[src/rtl/ex_alu_issue_if.sv]
// Bus bundle between decode, the execute issue controller, the ALU and the memory stage.
// slave is the issue controller's view; master is the surrounding pipeline and ALU.
interface ex_alu_issue_if #(
  parameter int unsigned OP_W   = 19,
  parameter int unsigned DEST_W = 5
);
  logic              ds_to_es_valid;
  logic              es_allowin;
  logic [OP_W-1:0]   ds_op;
  logic [31:0]       ds_src1;
  logic [31:0]       ds_src2;
  logic [DEST_W-1:0] ds_dest;

  logic [OP_W-1:0]   alu_op;
  logic [31:0]       alu_src1;
  logic [31:0]       alu_src2;
  logic [31:0]       alu_result;
  logic              alu_complete;

  logic              es_to_ms_valid;
  logic              ms_allowin;
  logic [31:0]       es_result;
  logic [DEST_W-1:0] es_dest;
  logic              flush;

  modport slave (
    input  ds_to_es_valid, ds_op, ds_src1, ds_src2, ds_dest,
    input  alu_result, alu_complete, ms_allowin, flush,
    output es_allowin, alu_op, alu_src1, alu_src2,
    output es_to_ms_valid, es_result, es_dest
  );

  modport master (
    output ds_to_es_valid, ds_op, ds_src1, ds_src2, ds_dest,
    output alu_result, alu_complete, ms_allowin, flush,
    input  es_allowin, alu_op, alu_src1, alu_src2,
    input  es_to_ms_valid, es_result, es_dest
  );
endinterface

[src/rtl/ex_alu_issue.sv]
// Execute-stage issue/hold controller: holds one operation on the ALU until it
// completes, then holds the result until the memory stage takes it.
module ex_alu_issue #(
  parameter int unsigned OP_W   = 19,
  parameter int unsigned DEST_W = 5
) (
  input  logic           clk,
  input  logic           resetn,
  ex_alu_issue_if.slave  bus
);

  typedef enum logic [1:0] {
    IDLE = 2'd0,
    BUSY = 2'd1,
    DONE = 2'd2
  } state_t;

  state_t            state;
  state_t            state_nxt;
  logic              allowin;
  logic              accept;
  logic              capture;

  logic [OP_W-1:0]   alu_op_q;
  logic [31:0]       src1_q;
  logic [31:0]       src2_q;
  logic [DEST_W-1:0] dest_q;
  logic [31:0]       result_q;

  // Next-state and handshake decode; flush outranks accept and completion.
  always_comb begin
    state_nxt = state;
    allowin   = (state == IDLE) | ((state == DONE) & bus.ms_allowin);
    accept    = bus.ds_to_es_valid & allowin & ~bus.flush;
    capture   = (state == BUSY) & bus.alu_complete & ~bus.flush;
    case (state)
      IDLE: begin
        if (accept) state_nxt = BUSY;
      end
      BUSY: begin
        if (bus.flush)             state_nxt = IDLE;
        else if (bus.alu_complete) state_nxt = DONE;
      end
      DONE: begin
        if (bus.flush)           state_nxt = IDLE;
        else if (bus.ms_allowin) state_nxt = accept ? BUSY : IDLE;
      end
      default: state_nxt = IDLE;
    endcase
  end

  always_ff @(posedge clk or negedge resetn) begin
    if (!resetn) state <= IDLE;
    else         state <= state_nxt;
  end

  // The ALU sees a nonzero opcode only while BUSY, so every op is framed by a zero cycle.
  always_ff @(posedge clk or negedge resetn) begin
    if (!resetn) begin
      alu_op_q <= '0;
      src1_q   <= '0;
      src2_q   <= '0;
      dest_q   <= '0;
      result_q <= '0;
    end else begin
      if (accept) begin
        src1_q <= bus.ds_src1;
        src2_q <= bus.ds_src2;
        dest_q <= bus.ds_dest;
      end
      if (capture) result_q <= bus.alu_result;
      if (state_nxt == BUSY) alu_op_q <= accept ? bus.ds_op : alu_op_q;
      else                   alu_op_q <= '0;
    end
  end

  assign bus.es_allowin     = allowin;
  assign bus.alu_op         = alu_op_q;
  assign bus.alu_src1       = src1_q;
  assign bus.alu_src2       = src2_q;
  assign bus.es_to_ms_valid = (state == DONE);
  assign bus.es_result      = result_q;
  assign bus.es_dest        = dest_q;

endmodule

[src/flat_wrapper.sv]
// flat-port wrapper written by rule: the top's interface ports become plain ports
module ex_alu_issue_flat 
#(
  parameter int unsigned OP_W   = 19,
  parameter int unsigned DEST_W = 5
)
  (clk, resetn, bus_ds_to_es_valid, bus_ds_op, bus_ds_src1, bus_ds_src2, bus_ds_dest, bus_alu_result, bus_alu_complete, bus_ms_allowin, bus_flush, bus_es_allowin, bus_alu_op, bus_alu_src1, bus_alu_src2, bus_es_to_ms_valid, bus_es_result, bus_es_dest);
  ex_alu_issue_if #(.OP_W(OP_W), .DEST_W(DEST_W)) bus_i ();
  input  logic clk;
  input  logic resetn;
  input wire logic [$bits(bus_i.ds_to_es_valid)-1:0] bus_ds_to_es_valid;
  input wire logic [$bits(bus_i.ds_op)-1:0] bus_ds_op;
  input wire logic [$bits(bus_i.ds_src1)-1:0] bus_ds_src1;
  input wire logic [$bits(bus_i.ds_src2)-1:0] bus_ds_src2;
  input wire logic [$bits(bus_i.ds_dest)-1:0] bus_ds_dest;
  input wire logic [$bits(bus_i.alu_result)-1:0] bus_alu_result;
  input wire logic [$bits(bus_i.alu_complete)-1:0] bus_alu_complete;
  input wire logic [$bits(bus_i.ms_allowin)-1:0] bus_ms_allowin;
  input wire logic [$bits(bus_i.flush)-1:0] bus_flush;
  output wire logic [$bits(bus_i.es_allowin)-1:0] bus_es_allowin;
  output wire logic [$bits(bus_i.alu_op)-1:0] bus_alu_op;
  output wire logic [$bits(bus_i.alu_src1)-1:0] bus_alu_src1;
  output wire logic [$bits(bus_i.alu_src2)-1:0] bus_alu_src2;
  output wire logic [$bits(bus_i.es_to_ms_valid)-1:0] bus_es_to_ms_valid;
  output wire logic [$bits(bus_i.es_result)-1:0] bus_es_result;
  output wire logic [$bits(bus_i.es_dest)-1:0] bus_es_dest;
  assign bus_i.ds_to_es_valid = bus_ds_to_es_valid;
  assign bus_i.ds_op = bus_ds_op;
  assign bus_i.ds_src1 = bus_ds_src1;
  assign bus_i.ds_src2 = bus_ds_src2;
  assign bus_i.ds_dest = bus_ds_dest;
  assign bus_i.alu_result = bus_alu_result;
  assign bus_i.alu_complete = bus_alu_complete;
  assign bus_i.ms_allowin = bus_ms_allowin;
  assign bus_i.flush = bus_flush;
  assign bus_es_allowin = bus_i.es_allowin;
  assign bus_alu_op = bus_i.alu_op;
  assign bus_alu_src1 = bus_i.alu_src1;
  assign bus_alu_src2 = bus_i.alu_src2;
  assign bus_es_to_ms_valid = bus_i.es_to_ms_valid;
  assign bus_es_result = bus_i.es_result;
  assign bus_es_dest = bus_i.es_dest;
  ex_alu_issue #(.OP_W(OP_W), .DEST_W(DEST_W)) u_core (.clk(clk), .resetn(resetn), .bus(bus_i));
endmodule
[config.mk]
export PLATFORM = sky130hd
export DESIGN_NAME = ex_alu_issue_flat
export DESIGN_NICKNAME = d
export VERILOG_FILES = /design/src/rtl/ex_alu_issue_if.sv /design/src/rtl/ex_alu_issue.sv /design/src/flat_wrapper.sv
export SDC_FILE = /design/constraint.sdc
export NUM_CORES = 1
export LEC_CHECK = 0
export ABC_CLOCK_PERIOD_IN_PS = 2310
export BUFFER_PORTS_ARGS = -buffer_cell sky130_fd_sc_hd__buf_2
export CAP_MARGIN = 20
export CORE_UTILIZATION = 45
export CTS_CLUSTER_DIAMETER = 30
export DETAILED_ROUTE_END_ITERATION = 6
export PLACE_DENSITY = 0.79
export SLEW_MARGIN = 15
export SYNTH_ARGS = -nofsm -noshare
export SYNTH_HDL_FRONTEND = slang
export SYNTH_SLANG_ARGS = --single-unit
[constraint.sdc]
create_clock -name clk -period 2.31 [get_ports clk]
set_input_delay 0.462 -clock clk [delete_from_list [all_inputs] [get_ports clk]]
set_output_delay 0.462 -clock clk [all_outputs]
set_load 0.05 [all_outputs]
==> key figures <==
GRT
  • Vias in the first global route: 3,649
  • First-pass GRT wire length: 18,300 µm
  • Total congestion overflow: 0
  • Largest net degree at the start of global routing: 123
  • Antenna violations before repair: 0
  • All-layer global routing usage: 0.213

Final layout
  • Diodes inserted: 0
  • Net count, final: 697
  • Post-layout utilization of the core: 0.657
  • Number of fillers in the final layout: 807
  • Layout-stage area growth over the synthesis result: 41.8%
  • Post-route design area: 6760 µm²
  • Count of non-filler cells in the finished layout: 718
  • Proportion of layout cells with a drive suffix above 1: 0.653

Worst setup path
  • Cell Chain, Critical Path: nor2b_1, buf_4, nor2_1, buf_2
  • Critical Path Slowest Stage Cell: sky130_fd_sc_hd__dfrtp_1
  • CP startpoint kind: flip-flop
  • Buffers plus inverters on the worst setup path: 2
  • Kind of critical path: flip-flop to primary output
  • Endpoint type of the worst setup path: primary output
  • Cell class contributing the biggest share of worst-path delay: flip-flops
  • Critical Path AT: 1.60 ns
  • Critical path required time: 1.85 ns
  • Top fanout value on the critical path: 8
  • Worst stage delay on the critical path: 0.43 ns

CTS
  • Clock input transition at the sequential cells of the worst setup and hold paths: 0.06 ns
  • Post CTS Setup Buffer Count: 0
  • Num CTS Buffers: 17
  • Clk buf depth: 2
  • Clock latency on the worst-skew pair: 0.49 ns
  • H-Tree Level Count: 4
  • Clk root buf: sky130_fd_sc_hd__clkbuf_8
  • Post-CTS Hold Buffers: 0
  • Resized cells post-CTS: 0
  • CTS tree: done
  • Clock sinks: 122

Floorplanning
  • Standard-cell row count: 37
  • Area inside the core boundary: 10,300 µm²
  • Width of the chip: 105 µm
  • Height of the die: 105 µm
  • Die area: 11,000 µm²
  • Number of top-level design ports: 248
  • Initial Utilization: 0.464

Power
  • Post-layout total power: 0.00832 W
  • Power share of the combinational group: 0.347
  • Proportion of total power due to net switching: 0.387
  • Static Leakage: 3.31 nW
  • Sequential Power Share: 0.340
  • Design internal power: 0.00510 W
  • Clock share of power: 0.313
  • Pwr dens: 1230 nW/µm²
  • Switching power: 0.00322 W
  • VDD IR max: 0.829 mV

Placement
  • Cell total after placement: 688
  • Placed wire-length estimate: 8100 µm
  • Placed instance area: 6160 µm²
  • Port Buffer Count: 247
  • RD Place Congestion: 0.726

Logic synthesis
  • Post-synth net total: 444
  • Count of cell types in the netlist: 26
  • Netlist area before placement: 4770 µm²
  • Top post-synthesis cells by area: sky130_fd_sc_hd__dfrtp_1 (64%), sky130_fd_sc_hd__mux2_2 (22%), sky130_fd_sc_hd__a211oi_1 (3.0%)
  • Library cell with the largest summed area after synthesis: sky130_fd_sc_hd__dfrtp_1
  • Syn. warnings: 0
  • Sequential cell area fraction in the yosys report: 0.641
  • Average size of a mapped cell: 15.0 µm²
  • Number of synthesized register bits: 122
  • Gate count after technology mapping: 318
  • Share of the synthesized area in the top cell type: 0.641

Routing
  • Number of detailed-routing iterations run before antenna repair: 5
  • DRC marker count from the first detailed-route iteration: 213
  • DRC violation count after routing: 0
  • Detailed-route wire length: 11,300 µm
  • Count of antenna-violating nets left after detailed routing: 0
  • Number of vias in the routed layout: 3,586
  • Average wire length per cell after detail routing: 15.7 µm
  • Via-to-Cell Ratio: 4.99

STA
  • Fraction of the cycle the final worst path needs: 0.892
  • Transition time at the pin with the least slew margin: 0.696 ns
  • Max-slew violations: 0
  • Rel. slew slack: 0.536
  • Summed negative setup slack over all endpoints: 0 ns
  • Highest clock rate: 0.486 GHz
  • RSZ-0062 raised after global routing: false
  • Endpoints failing setup: 0
  • Time the final worst path needs with I/O delays and setup: 2.06 ns
  • Endpoints failing hold: 0
  • Final worst clock skew: 0.0100 ns

Worst hold path
  • Worst Hold Class: primary input to asynchronous set/reset pin

Status
  • Run status: finished, final reports clean

Job
  • Max-Cap Viols: 0
-- synth_stat cells --
cell	number
sky130_fd_sc_hd__mux2_1	10
sky130_fd_sc_hd__or2_2	1
sky130_fd_sc_hd__inv_1	1
sky130_fd_sc_hd__clkbuf_2	1
sky130_fd_sc_hd__o21ai_1	1
sky130_fd_sc_hd__buf_4	5
sky130_fd_sc_hd__buf_8	1
sky130_fd_sc_hd__and3b_1	1
sky130_fd_sc_hd__mux2_2	91
sky130_fd_sc_hd__nor2b_1	1
sky130_fd_sc_hd__a31oi_1	1
sky130_fd_sc_hd__nand2_1	1
sky130_fd_sc_hd__or3b_4	1
sky130_fd_sc_hd__buf_6	2
sky130_fd_sc_hd__a211oi_1	19
sky130_fd_sc_hd__nor3_2	1
sky130_fd_sc_hd__nor2_1	4
sky130_fd_sc_hd__nor3b_2	1
sky130_fd_sc_hd__dfrtp_1	122
sky130_fd_sc_hd__a21o_1	1
sky130_fd_sc_hd__nand2b_1	1
sky130_fd_sc_hd__clkbuf_1	9
sky130_fd_sc_hd__nor2_4	1
sky130_fd_sc_hd__buf_2	4
sky130_fd_sc_hd__nand3_1	19
sky130_fd_sc_hd__o21ai_0	18
-- power groups by stage --
| stage | combinational (W) | sequential (W) | clock (W) |
|---|---|---|---|
| 2_1_floorplan | 0.000518 | 0.00447 | 0 |
| 3_3_place_gp | 0.00286 | 0.00283 | 0 |
| 3_5_place_dp | 0.00291 | 0.00286 | 0 |
| 4_1_cts | 0.00291 | 0.00283 | 0.00267 |
| 5_1_grt | 0.00300 | 0.00289 | 0.00278 |
| 6_report | 0.00289 | 0.00283 | 0.00261 |
-- metrics by stage --
| stage | worst slack (ns) | hold WS [ns] |
|---|---|---|
| 2_1_floorplan | 0.453 | 0.166 |
| 3_3_place_gp | 0.351 | 0.466 |
| 3_5_place_dp | 0.303 | 0.475 |
| 4_1_cts | 0.227 | 0.0771 |
| 5_1_grt | 0.136 | 0.0959 |
| 6_report | 0.250 | 0.0504 |
-- sequential cells by signal (all words and copies together) (netlist names) --
| register | cells |
|---|---|
| u_core.bus.alu_src2 | 32 |
| u_core.bus.es_result | 32 |
| u_core.bus.alu_op | 19 |
| u_core.bus.es_dest | 5 |
| u_core.state | 2 |
| u_core.bus.alu_src1 | 32 |
-- worst reg2reg max path, stage by stage (launching register included) --
cell	delay, ns
sky130_fd_sc_hd__dfrtp_1	0.45
sky130_fd_sc_hd__or3b_4	0.51
sky130_fd_sc_hd__nor2_4	0.19
sky130_fd_sc_hd__buf_12	0.24
sky130_fd_sc_hd__mux2_2	0.40
-- metal layers --
| metal | wire length [µm] | part of all wire | GRT usage |
|---|---|---|---|
| met5 | 0 | 0 | 0 |
| met4 | 104 | 0.0092 | 0.0684 |
| met3 | 897 | 0.079 | 0.0705 |
| met2 | 5680 | 0.50 | 0.353 |
| met1 | 4620 | 0.41 | 0.263 |
-- cell families after synthesis --
kind of cell / Yosys count / synth area share
flip-flops: 122 / 0.641
multiplexers: 101 / 0.239
AO/OA/AOI/OAI: 40 / 0.0528
AND/OR/NAND/NOR: 32 / 0.0391
buffers and inverters: 23 / 0.0289
-- final timing paths --
kind,from,to,slack [ns],depth (start not counted)
worst max-delay path,u_core.state[1],bus_es_allowin,0.25,4
max in group asynchronous,resetn,u_core.bus.alu_op[18],1.75,2
worst min-delay path,resetn,u_core.bus.alu_src2[29],0.05,2
min in group clk,bus_ds_dest[1],u_core.bus.es_dest[1],0.19,2
worst min register to register,u_core.bus.alu_src2[28],u_core.bus.alu_src2[28],0.48,1
worst max register to register,u_core.state[0],u_core.bus.alu_src2[1],0.40,4
-- area by class of cell --
class | count | area [µm²] | share of cell area
clock inverter | 7 | 115 | 0.0170
sequential | 122 | 3050 | 0.452
tap | 136 | 170 | 0.0252
timing repair buffer | 256 | 1360 | 0.201
clock buffer | 23 | 477 | 0.0706
multi-input combinational | 173 | 1580 | 0.234
inverter | 1 | 3.75 | 0.000556
-- layout by cell type (no fill, tap or decap), types with 2 or more instances in the layout --
cell type / netlist / final
sky130_fd_sc_hd__mux2_2: 91 / 91
sky130_fd_sc_hd__a211oi_1: 19 / 19
sky130_fd_sc_hd__nor2_1: 4 / 4
sky130_fd_sc_hd__mux2_1: 10 / 10
sky130_fd_sc_hd__clkbuf_1: 9 / 2
sky130_fd_sc_hd__clkinvlp_4: 0 / 2
sky130_fd_sc_hd__o21ai_0: 18 / 18
sky130_fd_sc_hd__buf_4: 5 / 6
sky130_fd_sc_hd__buf_12: 0 / 4
sky130_fd_sc_hd__clkbuf_8: 0 / 5
sky130_fd_sc_hd__dfrtp_1: 122 / 122
sky130_fd_sc_hd__nand3_1: 19 / 19
sky130_fd_sc_hd__bufinv_16: 0 / 3
sky130_fd_sc_hd__clkinv_2: 0 / 2
sky130_fd_sc_hd__clkbuf_16: 0 / 16
sky130_fd_sc_hd__buf_2: 4 / 246
Power figures use the tool's default switching activity.
